===== src/rtl/cmd_frame_decoder_pkg.sv =====
// Shared constants, state encoding and helpers for the command frame decoder.
package cmd_frame_decoder_pkg;

  // Frame header byte and the two response codes returned to the host.
  localparam logic [7:0] HDR = 8'hA5;
  localparam logic [7:0] ACK = 8'h06;
  localparam logic [7:0] NAK = 8'h15;

  // Payload is one 32-bit little-endian word.
  localparam int FRAME_DATA_BYTES = 4;
  localparam int BYTE_CNT_W       = $clog2(FRAME_DATA_BYTES);

  typedef enum logic [2:0] {
    IDLE,
    ADDR,
    DATA,
    CSUM,
    RESP0,
    RESP1
  } state_t;

  // States in which a frame is being received and the gap timer runs.
  function automatic logic in_frame(input state_t s);
    return (s == ADDR) || (s == DATA) || (s == CSUM);
  endfunction

  // States in which a response byte is offered to the transmitter.
  function automatic logic in_resp(input state_t s);
    return (s == RESP0) || (s == RESP1);
  endfunction

endpackage


===== src/rtl/cmd_frame_decoder_gap.sv =====
// Saturating inter-byte gap timer: counts enabled cycles since the last
// clear and pulses expired once when the count reaches TIMEOUT_CYCLES.
module gap_timer #(
  parameter int TIMEOUT_CYCLES = 120000
) (
  input  logic clk,
  input  logic reset,
  input  logic enable,
  input  logic clear,
  output logic expired
);

  localparam int               CNT_W = $clog2(TIMEOUT_CYCLES + 1);
  localparam logic [CNT_W-1:0] LAST  = CNT_W'(TIMEOUT_CYCLES - 1);
  localparam logic [CNT_W-1:0] SAT   = CNT_W'(TIMEOUT_CYCLES);

  logic [CNT_W-1:0] count;

  // Count idle enabled cycles; restart on clear or whenever disabled, hold at SAT.
  always_ff @(posedge clk) begin
    if (reset || !enable || clear) begin
      count <= '0;
    end else if (count != SAT) begin
      count <= count + CNT_W'(1);
    end
  end

  // The expiry does not look at clear, so a byte landing on the expiry cycle loses.
  assign expired = enable && (count == LAST);

endmodule


===== src/rtl/cmd_frame_decoder.sv =====
// Parses A5/ADDR/D0..D3/CSUM write frames from the UART byte stream, issues
// one register write per valid frame and answers every frame with ACK/NAK
// followed by the echoed address byte.
module cmd_frame_decoder
  import cmd_frame_decoder_pkg::*;
#(
  parameter int NUM_REGS       = 16,
  parameter int ADDR_W         = 4,
  parameter int TIMEOUT_CYCLES = 120000
) (
  input  logic              clk,
  input  logic              reset,
  input  logic [7:0]        rx_data,
  input  logic              rx_valid,
  output logic [7:0]        tx_data,
  output logic              tx_valid,
  input  logic              tx_ready,
  output logic              wr_en,
  output logic [ADDR_W-1:0] wr_addr,
  output logic [31:0]       wr_data,
  output logic              frame_err,
  output logic              busy
);

  state_t                state;
  state_t                state_next;

  logic [7:0]            addr_reg;
  logic [31:0]           data_acc;
  logic [7:0]            csum_acc;
  logic [BYTE_CNT_W-1:0] byte_cnt;
  logic                  resp_ack;

  logic                  timer_enable;
  logic                  timer_expired;
  logic                  byte_take;
  logic                  last_data_byte;
  logic                  csum_ok;
  logic                  addr_ok;
  logic                  frame_good;

  assign timer_enable = in_frame(state);

  gap_timer #(
    .TIMEOUT_CYCLES(TIMEOUT_CYCLES)
  ) u_gap_timer (
    .clk     (clk),
    .reset   (reset),
    .enable  (timer_enable),
    .clear   (rx_valid),
    .expired (timer_expired)
  );

  // A frame byte counts only if the gap timer has not fired in the same cycle.
  assign byte_take      = in_frame(state) && rx_valid && !timer_expired;
  assign last_data_byte = (byte_cnt == BYTE_CNT_W'(FRAME_DATA_BYTES - 1));
  assign csum_ok        = (rx_data == csum_acc);
  assign addr_ok        = ({24'd0, addr_reg} < 32'(NUM_REGS));
  assign frame_good     = csum_ok && addr_ok;

  // State register.
  always_ff @(posedge clk) begin
    if (reset) begin
      state <= IDLE;
    end else begin
      state <= state_next;
    end
  end

  // Next-state logic: frame reception, timeout abort and the two-byte response.
  always_comb begin
    state_next = state;
    case (state)
      IDLE: begin
        if (rx_valid && (rx_data == HDR)) begin
          state_next = ADDR;
        end
      end
      ADDR: begin
        if (timer_expired) begin
          state_next = IDLE;
        end else if (rx_valid) begin
          state_next = DATA;
        end
      end
      DATA: begin
        if (timer_expired) begin
          state_next = IDLE;
        end else if (rx_valid && last_data_byte) begin
          state_next = CSUM;
        end
      end
      CSUM: begin
        if (timer_expired) begin
          state_next = IDLE;
        end else if (rx_valid) begin
          state_next = RESP0;
        end
      end
      RESP0: begin
        if (tx_ready) begin
          state_next = RESP1;
        end
      end
      RESP1: begin
        if (tx_ready) begin
          state_next = IDLE;
        end
      end
      default: begin
        state_next = IDLE;
      end
    endcase
  end

  // Moore outputs: response byte is a function of state, so it holds until accepted.
  always_comb begin
    busy     = (state != IDLE);
    tx_valid = in_resp(state);
    tx_data  = 8'h00;
    case (state)
      RESP0:   tx_data = resp_ack ? ACK : NAK;
      RESP1:   tx_data = addr_reg;
      default: tx_data = 8'h00;
    endcase
  end

  // Frame datapath: address latch, word assembly, checksum, write strobe and error pulse.
  always_ff @(posedge clk) begin
    if (reset) begin
      addr_reg  <= '0;
      data_acc  <= '0;
      csum_acc  <= '0;
      byte_cnt  <= '0;
      resp_ack  <= 1'b0;
      wr_en     <= 1'b0;
      wr_addr   <= '0;
      wr_data   <= '0;
      frame_err <= 1'b0;
    end else begin
      wr_en     <= 1'b0;
      frame_err <= 1'b0;

      if (timer_expired) begin
        frame_err <= 1'b1;
      end

      if (in_resp(state) && rx_valid) begin
        frame_err <= 1'b1;
      end

      case (state)
        IDLE: begin
          if (rx_valid && (rx_data == HDR)) begin
            data_acc <= '0;
            csum_acc <= '0;
            byte_cnt <= '0;
          end
        end
        ADDR: begin
          if (byte_take) begin
            addr_reg <= rx_data;
            csum_acc <= rx_data;
            byte_cnt <= '0;
          end
        end
        DATA: begin
          if (byte_take) begin
            data_acc[8*byte_cnt +: 8] <= rx_data;
            csum_acc                  <= csum_acc ^ rx_data;
            byte_cnt                  <= byte_cnt + BYTE_CNT_W'(1);
          end
        end
        CSUM: begin
          if (byte_take) begin
            resp_ack <= frame_good;
            if (frame_good) begin
              wr_en   <= 1'b1;
              wr_addr <= addr_reg[ADDR_W-1:0];
              wr_data <= data_acc;
            end else begin
              frame_err <= 1'b1;
            end
          end
        end
        default: begin
        end
      endcase
    end
  end

endmodule


===== config.mk =====
export PLATFORM = sky130hd
export DESIGN_NAME = cmd_frame_decoder
export DESIGN_NICKNAME = d
export VERILOG_FILES = /design/src/rtl/cmd_frame_decoder_pkg.sv /design/src/rtl/cmd_frame_decoder_gap.sv /design/src/rtl/cmd_frame_decoder.sv
export SDC_FILE = /design/constraint.sdc
export NUM_CORES = 1
export LEC_CHECK = 0
export BUFFER_PORTS_ARGS = -buffer_cell sky130_fd_sc_hd__buf_2
export CAP_MARGIN = 10
export CORE_UTILIZATION = 57
export DETAILED_ROUTE_END_ITERATION = 10
export GPL_TIMING_DRIVEN = 0
export PLACE_DENSITY = 0.86
export SLEW_MARGIN = 15
export SYNTH_ARGS = -nofsm -noshare
export SYNTH_HDL_FRONTEND = slang
export SYNTH_SLANG_ARGS = --single-unit

===== constraint.sdc =====
create_clock -name clk -period 3.22 [get_ports clk]
set_input_delay 0.161 -clock clk [delete_from_list [all_inputs] [get_ports clk]]
set_output_delay 0.161 -clock clk [all_outputs]
set_load 0.01 [all_outputs]

==> run_results.csv, run 1 <==
group,metric,value,unit
placement,dp_cells,674,
clocking,cts-hold-fix-buffers,0,
logic_synthesis,async_reset_ff_frac,0,
global_routing,grt_pass1_wl,19200,um
min_path,holdPathStages,4,
clocking,numCtsBuffers,9,
drt,vias,4220,
floorplan,pin_count,60,
layout,area_growth_syn_to_layout,12.2,%
layout,nNetsFinal,599,
floorplan,die_h,93.7,um
power_and_ir_drop,power.density,419,nW/um^2
drt,drtIter0Drc,363,
logic_synthesis,synth_cell_types,45,
layout,stdcell_count,690,
logic_synthesis,synth-edff-count,0,
critical_path,path_max_fanout,9,
layout,drive_above_1_share,0.212,
logic_synthesis,synth_warnings,0,
global_routing,globalRouteOverflowTotal,0,
logic_synthesis,synthFlopType,"dfxtp_1",
global_routing,grt_pass1_vias,4001,
timing,timing.final.hold_violations,0,
critical_path,cp_data_required_time,3480,ps
timing,timing.fmax,378,MHz
critical_path,cp.arrival,2900,ps
critical_path,startpoint_type,"register",
floorplan,rows,33,
floorplan,start_util,0.586,
power_and_ir_drop,p_total,2.25,mW
drt,wl_per_cell,17.2,um
clocking,cts_setup_buffers,0,
clocking,post_cts_resized,0,
critical_path,endpoint_kind,"register",
placement,gp_routability_congestion,0.873,
logic_synthesis,yosysSeqAreaShare,0.456,
clocking,htreeDepth,3,
clocking,cts-root-buf,"clkbuf_8",
logic_synthesis,synth_nets,537,
power_and_ir_drop,vdd_drop_max,0.000235,V
min_path,hold_start,"tx_ready",
global_routing,grt_max_degree,19,
global_routing,grt_busiest_layer,"met2",
placement,numPortBuffers,51,
clocking,clock_path_buffers,2,
logic_synthesis,syn_inst,518,
placement,hpwlAfterDp,8360,um
floorplan,die_area,8770,um^2
global_routing,gr-usage-all-layers,0.282,
timing,finalMaxSlewViolations,0,
drt,drc,0,
critical_path,r2r-end,"data_acc[15]",
layout,diodes,0,
drt,drt-total-wl,11900,um
floorplan,die_w,93.7,um
logic_synthesis,ys_seq_elements,109,
drt,dr.pass1.iters,5,
clocking,cts_tree,"done",
layout,reg_top3,"data_acc x32, wr_data x32, u_gap_timer.count x17",
timing,period_share,0.821,
floorplan,coreArea,8180,um^2
critical_path,r2r_start,"u_gap_timer.count[8]",
run_status,status,"completed",
clocking,insertion_delay,370,ps
timing,max_slew_margin,0.256,
logic_synthesis,synth_top_area_share,0.456,
min_path,worstHoldEndpoint,"state[2]",
timing,fin_skew,11.2,ps
flow_run,drv_cap,0,
logic_synthesis,syn_avg_cell_area,9.24,um^2
clocking,cts.clk_slew.worst_paths,100,ps
critical_path,critPathKind,"reg -> reg",
timing,tns,0,ps
min_path,hp-class,"in -> reg",
power_and_ir_drop,p_leak,2.06,nW
critical_path,reg2reg_depth,6,
timing,rsz0062_at_grt,"false",
global_routing,grt_util_met3,0.0421,
logic_synthesis,synth.cell_area,4790,um^2
logic_synthesis,ys_top_cells_by_area,"dfxtp_1 (46%), a31o_2 (6.2%), mux2i_1 (5.0%), nand2_1 (3.9%), a32o_1 (3.3%)",
layout,finish.utilization,0.657,
critical_path,reg2reg_setup_slack,580,ps
global_routing,use_met1,0.357,
timing,min_period,2640,ps
drt,via_per_inst,6.12,
drt,ant_nets,0,
clocking,clkSinkCount,109,
global_routing,met2_usage,0.476,
timing,worst_slew_pin_slew,1110,ps
timing,setup_violations,0,
logic_synthesis,synth_top_area_cell,"dfxtp_1",
global_routing,antenna_found_initial,0,
report_power, final:
part           switching, mW  internal [mW]
Combinational         0.0570         0.0129
Clock                  0.468          0.367
Sequential         0.0000764           1.35
Total                  0.525           1.73
kinds of logic (layout without fill, tap and decap cells):
family	after synthesis	count (layout)	share of synthesized area
xor gates and xnor gates	23	23	0.0421
DFF	109	109	0.456
muxes	24	24	0.0502
buffers and inverters	54	121	0.0455
and+or+nand+nor	197	197	0.221
adders and majority gates	7	7	0.0183
AOI/OAI and AO/OA	104	104	0.167
stage by stage:
stage                     area (um^2)  hold slack [ps]  setup WS (ps)
after floorplan                  4790              351            870
after global placement           5170              449            684
after detailed placement         5170              453            630
after CTS                        5370              124            614
after global routing             5370              134            479
final                            5370              123            575
cell type report:
cell class	instances	area [um^2]
Inverter	10	37.5
Fill cell	663	2800
Sequential cell	109	2180
Timing Repair Buffer	51	255
Multi-Input combinational cell	355	2390
Buffer	44	180
Clock inverter	6	71.3
Clock buffer	10	128
Tap cell	105	131
critical path: stages, from the launching register on:
cell	delay, ps
dfxtp_1	370
or4b_4	560
or4_1	520
buf_2	200
a41oi_2	470
nor2_2	180
a32o_1	230
layer usage:
layer  vias up  wire (um)
li1       2000          -
met1      2051       5130
met2       141       5850
met3        28        632
met4         0        260
met5         -          0
cells in the mapped netlist, types with 4 or more instances:
cell type / number
buf_2: 9
nor2_1: 38
o21ai_0: 21
ha_1: 7
mux2i_1: 24
nor4b_1: 18
nand2b_1: 4
and4_1: 4
xnor2_1: 9
a31o_2: 34
nor3_1: 23
inv_1: 9
xor2_1: 14
nor4_1: 5
a21oi_1: 23
nand4b_1: 4
nand3_1: 19
nand4_1: 5
nand2_1: 50
and3_1: 5
dfxtp_1: 109
clkbuf_1: 31
a32o_1: 16
or3_1: 4
worst max path at each step:
stage                     depth (start not counted)  slack, ps                  from            to
final                                             6        580  u_gap_timer.count[8]  data_acc[15]
after floorplan                                   6        870  u_gap_timer.count[8]   data_acc[0]
after CTS                                         6        610  u_gap_timer.count[8]  data_acc[10]
after detailed placement                          6        630  u_gap_timer.count[8]  data_acc[10]
after global routing                              6        480  u_gap_timer.count[8]  data_acc[29]
after global placement                            6        680  u_gap_timer.count[8]  data_acc[24]
placed cells by master, fill, tap and decap left out, drive strengths merged, types with 4 or more instances in the layout:
master | netlist | routed
dfxtp | 109 | 109
buf | 13 | 64
nand2 | 50 | 50
clkbuf | 31 | 41
nor2 | 40 | 40
a31o | 35 | 35
mux2i | 24 | 24
a21oi | 23 | 23
nor3 | 23 | 23
o21ai | 21 | 21
nand3 | 19 | 19
nor4b | 18 | 18
a32o | 16 | 16
xor2 | 14 | 14
inv | 9 | 10
xnor2 | 9 | 9
ha | 7 | 7
nor4 | 7 | 7
nand4 | 6 | 6
and3 | 5 | 5
or3 | 4 | 4
nand2b | 4 | 4
nand4b | 4 | 4
and4 | 4 | 4
clkinv | 1 | 4
(Power assumes the default switching activity.)
==> run 2: changes to the inputs <==
ABC_AREA = 1   (was not set)
CORE_UTILIZATION = 53   (was 57)
PLACE_DENSITY = 0.83   (was 0.86)
clock period = 2.4 ns   (was 3.22 ns; I/O delays follow)
==> run 2 against run 1 <==
Worst hold slack better by 29 ps. Global-route usage down 3.6 points. Maximum frequency up 21%. Via count up 18%. Synthesized cell count up 52%. First-iteration DRC count up 13%. Critical path depth up 5. Routed wire length up 3.3%. Final cell count up 44%. Clock skew up 5.4 ps. Synthesized area up 10%. Critical path type unchanged. Largest power group unchanged.
==> run_results.csv, run 2 <==
group,metric,value,unit
timing,tns,0,ps
drt,drt-total-wl,12300,um
drt,vias,4990,
floorplan,die_area,10400,um^2
clocking,clkSinkCount,109,
power_and_ir_drop,power_switching_share,0.394,
logic_synthesis,synth_warnings,0,
logic_synthesis,synth.most_common_cell,"nor2_1",
min_path,hp-class,"in -> reg",
layout,area_growth_syn_to_layout,12.2,%
drt,via_per_inst,5.04,
power_and_ir_drop,p_clk_frac,0.209,
global_routing,gr-usage-all-layers,0.246,
logic_synthesis,synth_common_cells,"nor2_1 (169), nand2_1 (141), dfxtp_1 (109), inv_1 (100), o21ai_0 (63)",
power_and_ir_drop,power_frac_seq,0.450,
floorplan,start_util,0.544,
global_routing,grt_max_degree,20,
flow_run,drv_cap,0,
clocking,cts-root-buf,"clkbuf_8",
floorplan,coreArea,9730,um^2
layout,finish.instance_area,5930,um^2
logic_synthesis,synthFlopType,"dfxtp_1",
drt,dr.pass1.iters,5,
layout,mostFrequentLayoutCells,"nor2_1 (168), nand2_1 (140), dfxtp_1 (109), inv_1 (100), buf_2 (67)",
drt,drtIter0Drc,409,
floorplan,die_h,102,um
critical_path,endpoint_kind,"register",
critical_path,cp.arrival,2510,ps
floorplan,die_w,102,um
drt,drc,0,
power_and_ir_drop,p_comb_frac,0.341,
logic_synthesis,synth_nets,804,
placement,hpwlAfterDp,8900,um
clocking,cts_setup_buffers,0,
global_routing,grt_pass1_vias,4354,
timing,rsz0062_at_grt,"false",
power_and_ir_drop,p_total,5.12,mW
placement,place_area,5740,um^2
global_routing,globalRouteOverflowTotal,0,
floorplan,pin_count,60,
timing,finalMaxSlewViolations,0,
placement,numPortBuffers,56,
critical_path,startpoint_type,"register",
critical_path,critPathKind,"reg -> reg",
drt,ant_nets,0,
clocking,cts.clk_slew.worst_paths,110,ps
logic_synthesis,yosysSeqAreaShare,0.413,
run_status,status,"completed",
logic_synthesis,ys_seq_elements,109,
power_and_ir_drop,p_switching,2.02,mW
logic_synthesis,synth-edff-count,0,
timing,min_period,2180,ps
logic_synthesis,syn_inst,785,
logic_synthesis,synth_top_area_cell,"dfxtp_1",
timing,fin_skew,16.5,ps
timing,timing.final.hold_violations,0,
power_and_ir_drop,p_leak,2.88,nW
critical_path,cp_top_family,"simple AND/OR/NAND/NOR gates",
global_routing,grt_pass1_wl,19900,um
timing,period_share,0.909,
logic_synthesis,async_reset_ff_frac,0,
drt,wl_per_cell,12.4,um
clocking,insertion_delay,390,ps
critical_path,cp_cell_sequence,"clkbuf_2 -> inv_1 -> ha_1 -> inv_1 -> nor2_2 -> nand2_2 -> nor2_1 -> nand2_1 -> nand4_1 -> nand2_1 -> nor2_1",
clocking,htreeDepth,3,
timing,setup_violations,0,
critical_path,max_stage_delay,430,ps
layout,layout_commonest_cell,"nor2_1",
layout,reg_top3,"data_acc x32, wr_data x32, u_gap_timer.count x17",
global_routing,antenna_found_initial,0,
critical_path,cp_data_required_time,2730,ps
clocking,cts_tree,"done",
clocking,numCtsBuffers,9,
layout,nNetsFinal,872,
timing,fin_ws,219,ps
logic_synthesis,synth_cell_types,33,
placement,dp_slack,89.1,ps
power_and_ir_drop,p_int,3.10,mW
floorplan,rows,36,
clocking,clock_path_buffers,2,
power_and_ir_drop,vdd_drop_max,0.000338,V
layout,diodes,0,
placement,gp_routability_congestion,0.951,
power_and_ir_drop,power.density,863,nW/um^2
critical_path,path_max_fanout,9,
layout,drive_above_1_share,0.157,
timing,max_slew_margin,0.567,
timing,timing.fmax,458,MHz
critical_path,cp_slowest_cell,"dfxtp_1",
logic_synthesis,syn_avg_cell_area,6.74,um^2
critical_path,critPathBufInv,3,
logic_synthesis,synth.cell_area,5290,um^2
logic_synthesis,ys_top_cells_by_area,"dfxtp_1 (41%), nor2_1 (12%), nand2_1 (10%), inv_1 (7.1%), o21ai_0 (6.0%)",
logic_synthesis,synth_top_area_share,0.413,
timing,worst_slew_pin_slew,645,ps
run 2: routing by layer:
metal  GRT usage  wire length (um)  share of wire
met3      0.0431               731          0.060
met4       0.123               424          0.035
met2       0.384              5320           0.43
met1       0.328              5790           0.47
met5           0                 0              0
run 2: area by class of cell:
class,count,area (um^2)
fill,910,3800
tap,133,166
timing repair buffer,57,290
sequential,109,2180
buffer,35,199
inverter,107,402
clock inverter,7,56.3
clock buffer,9,124
multi-input combinational,534,2510
run 2: cells by family (layout without fill, tap and decap cells):
logic type	count (synthesis)	after routing	synth area share
buffers and inverters	142	215	0.113
xor gates and xnor gates	8	8	0.0132
DFF	109	109	0.413
and+or+nand+nor	412	412	0.340
AOI/OAI and AO/OA	107	107	0.104
adders and majority gates	7	7	0.0166
run 2: repair_timing:
| action | in CTS | in global routing |
|---|---|---|
| hold buffers | 1 | 0 |
| resized for setup | 0 | 4 |
| endpoints found under the hold margin | 3 | 0 |
| endpoints found under the setup margin | 0 | 17 |
run 2: path summary, 6_finish.rpt:
path | end | slack [ps] | start | cells past startpoint
max | data_acc[8] | 220 | byte_cnt[0] | 11
min | addr_reg[3] | 150 | rx_data[3] | 3
max reg2reg | data_acc[8] | 220 | byte_cnt[0] | 11
min reg2reg | u_gap_timer.count[15] | 480 | u_gap_timer.count[15] | 2
run 2: worst register-to-register path: cells and delay by family (launching register included):
kind	cells	cell delay, ps
and+or+nand+nor	7	770
buffers and inverters	3	520
adders and majority gates	1	410
DFF	1	430
run 2: stage by stage:
stage	std cells	util	hold slack [ps]
after floorplan	785	-	182
after global placement	974	0.590	361
after detailed placement	974	0.590	366
after CTS	991	0.609	138
after global routing	991	0.610	168
final	991	0.610	152
run 2: power groups by stage:
| stage | Combinational (mW) | Sequential, mW | Clock [mW] |
|---|---|---|---|
| after global routing | 1.97 | 2.34 | 1.15 |
| after global placement | 1.66 | 2.33 | 0 |
| after floorplan | 1.37 | 2.29 | 0 |
| final | 1.75 | 2.30 | 1.07 |
| after CTS | 1.71 | 2.30 | 1.07 |
| after detailed placement | 1.69 | 2.34 | 0 |
==> run 3: changes to the inputs <==
CORE_UTILIZATION = 55   (was 53)
CTS_BUF_LIST = sky130_fd_sc_hd__clkbuf_8   (was not set)
PLACE_DENSITY = 0.86   (was 0.83)
==> run 3 against run 2 <==
Design area is 0.19% higher. Clock skew is 4.8 ps lower. Clock power is 5% higher. Sequential share of layout area is 0.070 points lower. Sequential power hardly changed. Core utilization is 3.0 points higher. Non-clock buffer count stayed put. Register-to-register slack worse by 60 ps. Largest power group unchanged.
==> run_results.csv, run 3 (synthesis gave the netlist of run 2 again) <==
group,metric,value,unit
layout,reg_top3,"data_acc x32, wr_data x32, u_gap_timer.count x17",
power_and_ir_drop,power.density,869,nW/um^2
timing,period_share,0.932,
power_and_ir_drop,p_leak,2.88,nW
critical_path,cp_data_required_time,2710,ps
critical_path,setup.worst_path.end,"data_acc[31]",
critical_path,path_max_fanout,9,
power_and_ir_drop,p_comb_frac,0.338,
layout,layout_commonest_cell,"nor2_1",
critical_path,critPathBufInv,3,
global_routing,gr-usage-all-layers,0.254,
drt,wl_per_cell,12.3,um
global_routing,grt_pass1_wl,20400,um
timing,rsz0062_at_grt,"false",
critical_path,r2r-end,"data_acc[31]",
clocking,cts_tree,"done",
drt,ant_nets,0,
floorplan,die_area,10000,um^2
timing,tns,0,ps
clocking,htreeDepth,3,
critical_path,max_stage_delay,410,ps
layout,area_growth_syn_to_layout,12.4,%
placement,hpwlAfterDp,8770,um
clocking,cts.clk_slew.worst_paths,100,ps
critical_path,cp.arrival,2550,ps
min_path,hp-class,"in -> reg",
timing,max_slew_margin,0.602,
layout,stdcell_count,986,
floorplan,pin_count,60,
drt,via_per_inst,5.05,
critical_path,critPathKind,"reg -> reg",
layout,nNetsFinal,872,
layout,mostFrequentLayoutCells,"nor2_1 (168), nand2_1 (140), dfxtp_1 (109), inv_1 (100), buf_2 (67)",
min_path,holdPathStages,3,
timing,finalMaxSlewViolations,0,
clocking,clkSinkCount,109,
placement,dp_cells,970,
drt,drt-total-wl,12100,um
power_and_ir_drop,p_clk_frac,0.218,
drt,drc,0,
timing,timing.final.hold_violations,0,
floorplan,coreArea,9280,um^2
power_and_ir_drop,p_int,3.22,mW
critical_path,cp_top_family,"simple AND/OR/NAND/NOR gates",
floorplan,rows,35,
drt,dr.pass1.iters,5,
global_routing,grt_max_degree,18,
timing,fin_skew,11.7,ps
clocking,numCtsBuffers,9,
critical_path,startpoint,"byte_cnt[0]",
power_and_ir_drop,vdd_drop_max,0.000568,V
clocking,clock_path_buffers,2,
floorplan,die_h,100,um
drt,drtIter0Drc,328,
flow_run,drv_cap,0,
timing,min_period,2240,ps
layout,finish.utilization,0.640,
timing,fin_ws,163,ps
critical_path,r2r_start,"byte_cnt[0]",
timing,timing.fmax,447,MHz
global_routing,antenna_found_initial,0,
placement,gp_routability_congestion,1.01,
timing,setup_violations,0,
floorplan,die_w,100,um
drt,vias,4982,
clocking,insertion_delay,370,ps
clocking,cts-root-buf,"clkbuf_8",
layout,drive_above_1_share,0.156,
critical_path,cp.depth,8,
critical_path,endpoint_kind,"register",
critical_path,cp_cell_sequence,"clkbuf_2 -> inv_1 -> ha_1 -> inv_1 -> nand3_1 -> nor4_1 -> nor2_1 -> nor2_1",
placement,place_area,5730,um^2
floorplan,start_util,0.570,
global_routing,globalRouteOverflowTotal,0,
critical_path,cp_slowest_cell,"ha_1",
clocking,cts_setup_buffers,0,
power_and_ir_drop,power_frac_seq,0.444,
placement,dp_slack,50.7,ps
critical_path,startpoint_type,"register",
critical_path,reg2reg_setup_slack,160,ps
power_and_ir_drop,power_switching_share,0.377,
min_path,hold_start,"rx_data[0]",
layout,finish.instance_area,5940,um^2
power_and_ir_drop,p_switching,1.95,mW
run_status,status,"completed",
placement,numPortBuffers,56,
timing,worst_slew_pin_slew,593,ps
global_routing,grt_pass1_vias,4525,
critical_path,reg2reg_depth,8,
layout,diodes,0,
[run 3: cell count changes in the layout (fill, tap and decap cells not counted)]
cell	previous run	this run
clkbuf_8	9	10
inv_6	2	1
clkinv_4	2	0
clkinv_2	2	1
bufinv_16	0	1
clkinvlp_4	0	2
inv_8	1	0
[run 3: worst min path at each step]
stage	endpoint	slack [ps]
floorplan	resp_ack	180
global placement	resp_ack	350
detailed placement	resp_ack	360
CTS	addr_reg[0]	160
global route	addr_reg[2]	180
finish	addr_reg[0]	170
[run 3: per-layer routing]
layer | part of all wire | GRT usage
met4 | 0.029 | 0.0925
met2 | 0.44 | 0.409
met3 | 0.067 | 0.0515
met5 | 0 | 0
met1 | 0.46 | 0.340
[run 3: what timing repair did]
item / 4_1_cts / 5_1_grt
endpoints found under the hold margin: 3 / 0
hold buffers: 1 / 0
setup endpoints to repair: 0 / 18
gates resized for setup: 0 / 4
[run 3: power groups by stage]
| stage | logic (mW) | registers (mW) | clock network, mW |
|---|---|---|---|
| final | 1.75 | 2.29 | 1.12 |
| after global routing | 2.01 | 2.33 | 1.21 |
| after CTS | 1.71 | 2.29 | 1.14 |
| after detailed placement | 1.70 | 2.33 | 0 |
| after global placement | 1.66 | 2.32 | 0 |
| after floorplan | 1.37 | 2.29 | 0 |
[run 3: per-stage QoR]
stage | power, mW | hold slack, ps
floorplan | 3.66 | 182
global placement | 3.98 | 351
detailed placement | 4.03 | 356
CTS | 5.15 | 156
global route | 5.55 | 180
finish | 5.16 | 174
[run 3: cell type report]
| type | instances | area [um^2] |
|---|---|---|
| repair buffers | 57 | 290 |
| flip-flops and latches | 109 | 2180 |
| inverters | 107 | 402 |
| fillers | 872 | 3340 |
| clock inverters | 5 | 58.8 |
| well taps | 129 | 161 |
| plain buffers | 35 | 199 |
| clock buffers | 10 | 138 |
| multi-input cells | 534 | 2510 |
[run 3: worst reg2reg max path: cells and delay by family (launching register included)]
| family | cells | cell delay (ps) |
|---|---|---|
| simple gates | 4 | 770 |
| fa+ha+maj | 1 | 410 |
| buf+inv | 3 | 610 |
| flops | 1 | 400 |
